**src/rtl/lsu_subword.sv**
```systemverilog
// Load/store unit between the RV32I datapath and a word-only data memory: sub-word loads with
// extension, SB/SH as a two-cycle read-modify-write. Optional build macro: MISALIGN_TRAP_EN.
module lsu_subword #(
  parameter int ADDR_W      = 32,
  parameter int MEM_IDX_LSB = 2
) (
  input  logic              clk,
  input  logic              rst,
  input  logic              MemRead,
  input  logic              MemWrite,
  input  logic [2:0]        funct3,
  input  logic [ADDR_W-1:0] addr,
  input  logic [31:0]       store_data,
  output logic [31:0]       load_data,
  output logic              stall,
  output logic              done,
  output logic [ADDR_W-1:0] mem_addr,
  output logic              mem_re,
  output logic              mem_we,
  output logic [31:0]       mem_wdata,
  input  logic [31:0]       mem_rdata
`ifdef MISALIGN_TRAP_EN
  ,
  output logic              misalign
`endif
);

  typedef enum logic [1:0] {IDLE, LOAD_RESP, STORE_MERGE} state_t;

  state_t      state_q, state_d;
  logic [31:0] word_q, word_d;
  logic [1:0]  off_q, off_d;
  logic [2:0]  f3_q, f3_d;
  logic [15:0] sdata_q, sdata_d;

  logic       req;
  logic       unsup;
  logic       bad_align;
  logic [1:0] size;

  assign mem_addr = {addr[ADDR_W-1:MEM_IDX_LSB], {MEM_IDX_LSB{1'b0}}};

  assign req   = MemRead | MemWrite;
  assign unsup = (funct3 == 3'b011) || (funct3 == 3'b110) || (funct3 == 3'b111);
  assign size  = funct3[1:0];

`ifdef MISALIGN_TRAP_EN
  assign bad_align = !unsup && (((size == 2'b01) && addr[0]) ||
                                ((size == 2'b10) && (addr[1:0] != 2'b00)));
  assign misalign  = !rst && (state_q == IDLE) && req && bad_align;
`else
  assign bad_align = 1'b0;
`endif

  // Lane select plus sign/zero extension; W returns the word unchanged.
  function automatic logic [31:0] extract(input logic [31:0] word, input logic [1:0] off,
                                          input logic [2:0] f3);
    logic [7:0]  b;
    logic [15:0] h;
    logic [31:0] r;
    case (off)
      2'd0:    b = word[7:0];
      2'd1:    b = word[15:8];
      2'd2:    b = word[23:16];
      default: b = word[31:24];
    endcase
    h = off[1] ? word[31:16] : word[15:0];
    case (f3)
      3'b000:  r = {{24{b[7]}}, b};
      3'b100:  r = {24'd0, b};
      3'b001:  r = {{16{h[15]}}, h};
      3'b101:  r = {16'd0, h};
      default: r = word;
    endcase
    return r;
  endfunction

  function automatic logic [31:0] merge(input logic [31:0] word, input logic [1:0] off,
                                        input logic [1:0] sz, input logic [15:0] sd);
    logic [31:0] r;
    r = word;
    if (sz == 2'b00) begin
      case (off)
        2'd0:    r[7:0]   = sd[7:0];
        2'd1:    r[15:8]  = sd[7:0];
        2'd2:    r[23:16] = sd[7:0];
        default: r[31:24] = sd[7:0];
      endcase
    end else if (off[1]) begin
      r[31:16] = sd;
    end else begin
      r[15:0] = sd;
    end
    return r;
  endfunction

  always_comb begin
    // NOTE: every signal written here gets a default first, so no path can infer a latch.
    state_d   = state_q;
    word_d    = word_q;
    off_d     = off_q;
    f3_d      = f3_q;
    sdata_d   = sdata_q;
    load_data = '0;
    stall     = 1'b0;
    done      = 1'b0;
    mem_re    = 1'b0;
    mem_we    = 1'b0;
    mem_wdata = '0;
    // Reset also masks outputs, so an access aborted mid-flight never writes.
    if (!rst) begin
      unique case (state_q)
        IDLE: begin
          if (req) begin
            if (unsup || bad_align) begin
              done = 1'b1;
            end else if (MemWrite && (size == 2'b10)) begin
              mem_we    = 1'b1;
              mem_wdata = store_data;
              done      = 1'b1;
            end else begin
              mem_re  = 1'b1;
              stall   = 1'b1;
              word_d  = mem_rdata;
              off_d   = addr[1:0];
              f3_d    = funct3;
              sdata_d = store_data[15:0];
              state_d = MemWrite ? STORE_MERGE : LOAD_RESP;
            end
          end
        end
        LOAD_RESP: begin
          done      = 1'b1;
          load_data = extract(word_q, off_q, f3_q);
          state_d   = IDLE;
        end
        STORE_MERGE: begin
          done      = 1'b1;
          mem_we    = 1'b1;
          mem_wdata = merge(word_q, off_q, f3_q[1:0], sdata_q);
          state_d   = IDLE;
        end
        default: state_d = IDLE;
      endcase
    end
  end

  // NOTE: sequential state uses non-blocking assignments only, so all flops update together.
  always_ff @(posedge clk) begin
    if (rst) begin
      state_q <= IDLE;
      word_q  <= '0;
      off_q   <= '0;
      f3_q    <= '0;
      sdata_q <= '0;
    end else begin
      state_q <= state_d;
      word_q  <= word_d;
      off_q   <= off_d;
      f3_q    <= f3_d;
      sdata_q <= sdata_d;
    end
  end

endmodule

```
**config.mk**
```make
export PLATFORM = sky130hd
export DESIGN_NAME = lsu_subword
export DESIGN_NICKNAME = d
export VERILOG_FILES = /design/src/rtl/lsu_subword.sv
export SDC_FILE = /design/constraint.sdc
export NUM_CORES = 1
export LEC_CHECK = 0
export CAP_MARGIN = 30
export CORE_ASPECT_RATIO = 1.2
export CORE_MARGIN = 5
export CORE_UTILIZATION = 64
export DETAILED_ROUTE_END_ITERATION = 7
export DONT_BUFFER_PORTS = 1
export PLACE_DENSITY = 0.8
export SYNTH_ARGS = -nofsm -noshare
export SYNTH_HDL_FRONTEND = slang
export SYNTH_SLANG_ARGS = --single-unit
```
**constraint.sdc**
```tcl
create_clock -name clk -period 2.24 [get_ports clk]
set_input_delay 0.112 -clock clk [delete_from_list [all_inputs] [get_ports clk]]
set_output_delay 0.112 -clock clk [all_outputs]
set_load 0.02 [all_outputs]
```
# Yosys cells after proc, flatten, opt, wreduce, memory -nomap -nowiden
# Cells that the tools add are included.
# W data, S select, Z words.
# op_classes
eq_ne	11
n_mux	32
bitwise_logic	4
n_reduce_logical	12
# ops
operator	n
$mux W32	7
$pmux W32 S4	1
$pmux W32 S2	1
$mux W16	3
$mux W8	4
$pmux W8 S3	1
$eq A3 B3 Y1 const B	4
$mux W1	12
$eq A2 B2 Y1 const B	3
$logic_not A2 Y1	3
$eq A2 B1 Y1 const B	2
$pmux W1 S2	2
$reduce_and A4 Y1	1
$reduce_or A2 Y1	2
$eq A3 B1 Y1 const B	1
$eq A3 B2 Y1 const B	1
$logic_not A3 Y1	1
$not A1 Y1	3
$reduce_and A3 Y1	1
$reduce_or A3 Y1	1
$logic_or A1 B1 Y1	2
$mux W2	1
$logic_and A1 B1 Y1	1
$or A1 B1 Y1	1
# word_totals
regBits	55
in_bits	103
output_inout_bits	100
word_cells	64

# Depth between registers and ports, before layout
# Gate-level depths: netlist (run 1).
# logic_depth
word_depth	7
depth_mapped	7
mapped_depth_nobuf	6

# Least setup slack after synthesis (run 1)
# OpenSTA, ideal clock, no wires.
# synth_timing
kind	reg2out
from	register f3_q[1]
to	output port load_data[7]
arrival_ns	1.939
required_ns	2.128
setup_slack_ns	0.189
stages_incl_launch_ff	5
path_buffers	3
cell_sequence	dfxtp_1 buf_2 buf_2 clkbuf_1 a2111oi_0
# synth_via
elab_chain_cells	4
word_cells_on_any_way	7
cone_classes	eq/ne: 3; mux: 3; reduce/logical: 1
# synth_rtl
element	line	text
from (decl)	33	logic [2:0] f3_q, f3_d;
from (signal assigned)	154	f3_q <= '0;
from (signal assigned)	160	f3_q <= f3_d;
$eq A3 B3 Y1 (tied with other cells)	68	case (f3)
$pmux W32 S4 (*)	68	
$mux W32 (*)	112	unique case (state_q)
$mux W32 (*)	111	if (!rst) begin
to (decl)	14	output logic [31:0] load_data,
# Mark *: on every way between the ends. The rest lies on a longest branch, timed or not.

# Final worst setup path (run 1)
# layout_timing
from	register state_q[0]
to	output port mem_wdata[2]
# layout_via
elab_chain_cells	3
word_cells_on_any_way	4
cone_classes	eq/ne: 1; mux: 2; reduce/logical: 1
# layout_rtl
element	line	text
from (decl)	30	state_t state_q, state_d;
from (signal assigned)	157	state_q <= state_d;
$eq A2 B2 Y1 / $logic_not A2 Y1 (equally long branches)	112	
$pmux W32 S2 (*)	112	
$mux W32 (*)	111	
to (decl)	20	output logic [31:0] mem_wdata,
# Marks and branches as above.

==> results of run 1 <==
## registers in the layout, summed over array words and instances, names as in the netlist
| name | count |
|---|---|
| sdata_q | 16 |
| off_q | 2 |
| word_q | 32 |
| state_q | 2 |
| f3_q | 3 |
## synth_stat cells, drive strengths merged, types with 6 or more instances
cell and instances:
a221o 7, mux2i 24, o21ai 44, clkbuf 12, a221oi 9, a21oi 69
nand2b 6, nor2 18, o2bb2ai 7, inv 13, dfxtp 55, or4b 7
nand2 139, o22ai 7, buf 59, a21o 24
## kinds of logic (layout without fill, tap and decap cells)
| logic type | Yosys count | count (layout) | synth area share |
|---|---|---|---|
| DFF | 55 | 55 | 0.287 |
| buffers and inverters | 84 | 128 | 0.124 |
| muxes | 26 | 26 | 0.0684 |
| adders and majority gates | 4 | 4 | 0.0130 |
| other | 1 | 2 | 0.000977 |
| AOI/OAI and AO/OA | 177 | 177 | 0.287 |
| and+or+nand+nor | 187 | 187 | 0.219 |
## worst max-delay path by stage
stage	start	to	slack (ns)	cells after the start
CTS	f3_q[1]$_SDFFE_PP0P_	load_data[14]	0.01	5
detailed placement	off_q[0]$_SDFFE_PP0P_	load_data[28]	0.27	4
global route	state_q[0]$_SDFFE_PP0N_	mem_wdata[7]	-0.10	9
floorplan	f3_q[1]$_SDFFE_PP0P_	load_data[7]	0.19	4
global placement	f3_q[1]$_SDFFE_PP0P_	load_data[14]	0.36	5
finish	state_q[0]$_SDFFE_PP0N_	mem_wdata[2]	-0.02	9
## repair_timing
action                                 CTS  global route
hold buffers                            55             0
setup endpoints to repair               18            57
gates resized for setup                  1            23
endpoints found under the hold margin   55             0
buffers inserted                         2             2
cloned                                   0             1
pin swaps                                1             2
## critical path, cell delays in order (launching register included)
cell	delay [ns]
dfxtp_2	0.35
inv_2	0.09
ha_4	0.17
nand2b_4	0.08
nor4_4	0.47
buf_4	0.20
buf_8	0.12
nand2_1	0.08
o21ai_0	0.10
buf_4	0.19
## stage by stage
stage           util  setup TNS, ns  hold WS, ns
3_3_place_gp   0.656              0        0.187
6_report       0.785        -0.0360       0.0140
3_5_place_dp   0.656              0        0.189
5_1_grt        0.785         -0.839       0.0179
4_1_cts        0.773              0       0.0255
2_1_floorplan      -              0        0.248
## routing by layer
metal	track usage	vias up	wire, um
met5	0	-	0
met4	0.152	0	587
met3	0.0792	65	1390
met2	0.593	292	6760
met1	0.415	1974	5020
li1	-	1914	-
## power breakdown
group	internal, mW	switching, mW
sequential	1.05	0.0991
clock	0.334	0.347
combinational	0.262	0.365
## cell type report
| cell class | count | share of cell area |
|---|---|---|
| multi-input combinational | 396 | 0.497 |
| sequential | 55 | 0.238 |
| timing repair buffer | 107 | 0.208 |
| tap | 82 | 0.0220 |
| clock buffer | 5 | 0.0148 |
| inverter | 13 | 0.0110 |
| clock inverter | 3 | 0.00940 |
==> out/metrics.cfg, run 1 <==
[status]
status = complete, but fails checks
violations = setup timing

[hold_path]
hp-class = input pin to flip-flop
min_path_cells = 2
holdPathEnd = state_q[1]$_SDFFE_PP0N_
worstHoldStart = rst

[floorplan]
start_util = 0.647
die_area_mm2 = 0.00766
core_mm2 = 0.00593
core.rowCount = 31
ios = 203
die_w_um = 80.7
die_y_um = 94.9

[clock_tree]
cts-htree-levels = 2
clock_latency_ns = 0.32
cts_made_buffers = 5
clk_path_buf_depth = 2
cts_num_sinks = 55
clk_pin_slew_worst_paths_ns = 0.10
cts_tree = done
cts_root_buffer = clkbuf_8

[layout]
regArea_mm2 = 0.00111
final_common_cell = nand2_1
diodes = 0
fin_cells = 661
fin_area_mm2 = 0.00466
multiInputGateArea_mm2 = 0.00231
fin_nets = 685
drive_gt1_frac = 0.149
layout_common_cells = nand2_1, a21oi_1, dlygate4sd3_1
fill_cells = 427
area_delta_synth_final_pct = 21.4

[yosys]
synth_edf_count = 0
synth.largest_area_cell = dfxtp_1
ys_warn_count = 0
ys_ff_latch = 55
synth.top_cell.area_share = 0.287
ys_seq_area_frac = 0.287
async_flop_share = 0
ys_top_cells_by_area = dfxtp_1, nand2_1, a21oi_1
avgSynthCellArea_um2 = 7.19
ys.flop_type = dfxtp_1
synthDistinctLibCells = 47
synth_cells = 534
synth_area_mm2 = 0.00384

[global_routing]
overflow = 0
grt_pass1_wl_um = 20600
antenna_found_initial = 0
track_usage = 0.348
first_global_vias = 4093
grt_max_degree = 54

[routing]
vias_per_cell = 6.42
drt-total-wl_um = 13800
vias = 4245
drt_iter0_markers = 302
wl_per_cell_um = 20.8
drc = 0
dr.pass1.iters = 5
postRouteAntennaNets = 0

[critical_path]
required_ns = 2.13
worst-path-max-fanout = 10
r2r_end = sdata_q[10]$_SDFFE_PP0P_
worst_setup_path_start_kind = flip-flop
rrSetupSlack_ns = 0.48
rr_worst_depth = 8
r2r_start = state_q[0]$_SDFFE_PP0N_
cp-end-kind = primary output
worstPathArrival_ns = 2.15
path_class = flip-flop to primary output

[placement]
detailed_place_hpwl_um = 8960
place_inst = 593
portBuffers = 0
place_worst_setup_slack_ns = 0.273
gp_congestion = 0.926
placement.cell_area_mm2 = 0.00389

[power]
p_leak_nw = 2.03
power.density_mw_per_mm2 = 527
max-vdd-ir-drop_v = 0.000453
finalPower_mw = 2.45

[sta]
tightestPinTransition_ns = 0.638
period_share = 1.01
setup_viol = 4
fmax_ghz = 0.442
fin_skew_ns = 0.0129
hold_violations = 0
worst_slack_ns = -0.0236
max_slew_margin = 0.575
period_minus_slack_ns = 2.26
finalMaxSlewViolations = 0

[flow_run]
drv_cap = 0

Note: power is estimated with default switching activity, not from simulation.
==> inputs of run 2 (changes only) <==
--- a/config.mk
+++ b/config.mk
@@ -12,6 +12,7 @@
 export DETAILED_ROUTE_END_ITERATION = 7
 export DONT_BUFFER_PORTS = 1
 export PLACE_DENSITY = 0.8
+export REMOVE_ABC_BUFFERS = 1
 export SYNTH_ARGS = -nofsm -noshare
 export SYNTH_HDL_FRONTEND = slang
 export SYNTH_SLANG_ARGS = --single-unit
==> run 2 against run 1 <==
Net effect:
- the run now ends clean
- power is 1.9% lower
- worst setup slack improved by 0.078 ns
- register-to-register slack lost 0.31 ns
==> out/metrics.cfg, run 2 (same netlist as run 1, synthesis figures left out) <==
[status]
status = complete, no violations  ; was complete, but fails checks

[global_routing]
overflow = 0  ; unchanged
track_usage = 0.365  ; was 0.348
first_global_vias = 4013  ; was 4093
grt_max_degree = 54  ; unchanged
grt_pass1_wl_um = 21300  ; was 20600 um
antenna_found_initial = 0  ; unchanged

[clock_tree]
clock_latency_ns = 0.31  ; was 0.32 ns
cts_root_buffer = clkbuf_8  ; unchanged
cts_num_sinks = 55  ; unchanged
cts_made_buffers = 5  ; unchanged
clk_pin_slew_worst_paths_ns = 0.09  ; was 0.10 ns
clk_path_buf_depth = 2  ; unchanged
cts_tree = done  ; unchanged
cts-htree-levels = 2  ; unchanged

[layout]
fin_nets = 685  ; unchanged
top_regs = word_q: 32 flops, sdata_q: 16 flops, f3_q: 3 flops  ; unchanged
post-route-util = 0.780  ; was 0.785
layout_common_cells = nand2_1, a21oi_1, dfxtp_1, dlygate4sd3_1, buf_4  ; was nand2_1, a21oi_1, dlygate4sd3_1
fin_cells = 660  ; was 661
drive_gt1_frac = 0.138  ; was 0.149
final_common_cell = nand2_1  ; unchanged
fin_area_mm2 = 0.00463  ; was 0.00466 mm2
regMostFlops = word_q  ; unchanged
diodes = 0  ; unchanged
largest_reg_flops = 32  ; unchanged
area_delta_synth_final_pct = 20.5  ; was 21.4%

[power]
max-vdd-ir-drop_v = 0.000418  ; was 0.000453 V
p_leak_nw = 2.02  ; was 2.03 nW
power.density_mw_per_mm2 = 520  ; was 527 mW/mm2
finalPower_mw = 2.41  ; was 2.45 mW

[critical_path]
rr_worst_depth = 8  ; unchanged
cp-end-kind = primary output  ; unchanged
r2r_end = sdata_q[12]$_SDFFE_PP0P_  ; was sdata_q[10]$_SDFFE_PP0P_
path_class = flip-flop to primary output  ; unchanged
worst_setup_path_start_kind = flip-flop  ; unchanged
worst-path-max-fanout = 7  ; was 10
rrSetupSlack_ns = 0.17  ; was 0.48 ns
required_ns = 2.13  ; about the same
worstPathArrival_ns = 2.07  ; was 2.15 ns
r2r_start = state_q[0]$_SDFFE_PP0N_  ; unchanged

[floorplan]
die_area_mm2 = 0.00766  ; unchanged
die_y_um = 94.9  ; unchanged
core.rowCount = 31  ; unchanged
start_util = 0.647  ; unchanged
ios = 203  ; unchanged
die_w_um = 80.7  ; unchanged
core_mm2 = 0.00593  ; unchanged

[sta]
fmax_ghz = 0.458  ; was 0.442 GHz
hold_violations = 0  ; unchanged
period_share = 0.976  ; was 1.01
fin_skew_ns = 0.00873  ; was 0.0129 ns
finalMaxSlewViolations = 0  ; unchanged
setup_viol = 0  ; was 4
period_minus_slack_ns = 2.19  ; was 2.26 ns
tightestPinTransition_ns = 0.713  ; was 0.638 ns
max_slew_margin = 0.521  ; was 0.575

[routing]
drt-total-wl_um = 14100  ; was 13800 um
postRouteAntennaNets = 0  ; unchanged
vias_per_cell = 6.50  ; was 6.42
drc = 0  ; unchanged
vias = 4293  ; was 4245
wl_per_cell_um = 21.4  ; was 20.8 um
drt_iter0_markers = 418  ; was 302
dr.pass1.iters = 6  ; was 5

[hold_path]
worstHoldStart = MemWrite  ; was rst
holdPathEnd = f3_q[1]$_SDFFE_PP0P_  ; was state_q[1]$_SDFFE_PP0N_
min_path_cells = 3  ; was 2
hp-class = input pin to flip-flop  ; unchanged

[placement]
place_inst = 596  ; was 593
detailed_place_hpwl_um = 9170  ; was 8960 um
gp_congestion = 0.902  ; was 0.926
placement.cell_area_mm2 = 0.00392  ; was 0.00389 mm2
portBuffers = 0  ; unchanged

[flow_run]
drv_cap = 0  ; unchanged

-- run 2: changes by cell type in the layout (fill, tap and decap cells not counted), sizes merged --
cell / previous run / this run
clkinv: 2 / 0
clkbuf: 5 / 6
-- run 2: timing repair --
action	CTS	global route
gates cloned	0	0
hold buffers	55	0
endpoints found under the setup margin	8	40
hold endpoints to repair	55	0
pin swaps	1	0
resized for setup	1	10
setup buffers	2	0
-- run 2: how the worst max path moves through the flow --
stage	end	start	slack (ns)
global route	load_data[20]	f3_q[0]$_SDFFE_PP0P_	-0.009
detailed placement	load_data[9]	off_q[1]$_SDFFE_PP0P_	0.27
finish	load_data[9]	off_q[1]$_SDFFE_PP0P_	0.05
floorplan	load_data[7]	off_q[1]$_SDFFE_PP0P_	-0.32
global placement	load_data[9]	off_q[1]$_SDFFE_PP0P_	0.32
CTS	load_data[26]	state_q[1]$_SDFFE_PP0N_	0.01
-- run 2: final cells by class --
class / count / area (um2)
fillers: 452 / 1310
repair buffers: 107 / 971
inverters: 13 / 48.8
clock inverters: 1 / 30.0
flip-flops and latches: 55 / 1100
clock buffers: 6 / 72.6
multi-input cells: 396 / 2300
well taps: 82 / 103
-- run 2: critical path: stages, from the launching register on --
cell      delay (ns)
dfxtp_1         0.42
mux2_2          0.39
a22o_1          0.24
o21ai_2         0.38
a221oi_1        0.14
buf_4           0.20
-- run 2: per-stage QoR --
step                      setup slack (ns)  hold slack, ns  TNS (ns)
after global routing              -0.00906          0.0237   -0.0172
after CTS                           0.0130         0.00606         0
after floorplan                     -0.316           0.181     -9.84
after global placement               0.322           0.189         0
final                               0.0544          0.0109         0
after detailed placement             0.265           0.189         0
-- run 2: report_power, final --
| part | leakage [nW] | switching [mW] | internal, mW | total [mW] |
|---|---|---|---|---|
| Clock | 0.0513 | 0.327 | 0.329 | 0.656 |
| Combinational | 1.51 | 0.365 | 0.257 | 0.622 |
| Sequential | 0.451 | 0.0820 | 1.05 | 1.13 |
-- run 2: layer usage --
layer / GRT usage / vias up / routed length [um]
li1: - / 1904 / -
met4: 0.137 / 2 / 520
met2: 0.560 / 392 / 6160
met5: 0.0571 / - / 38
met3: 0.117 / 57 / 2040
met1: 0.470 / 1938 / 5370
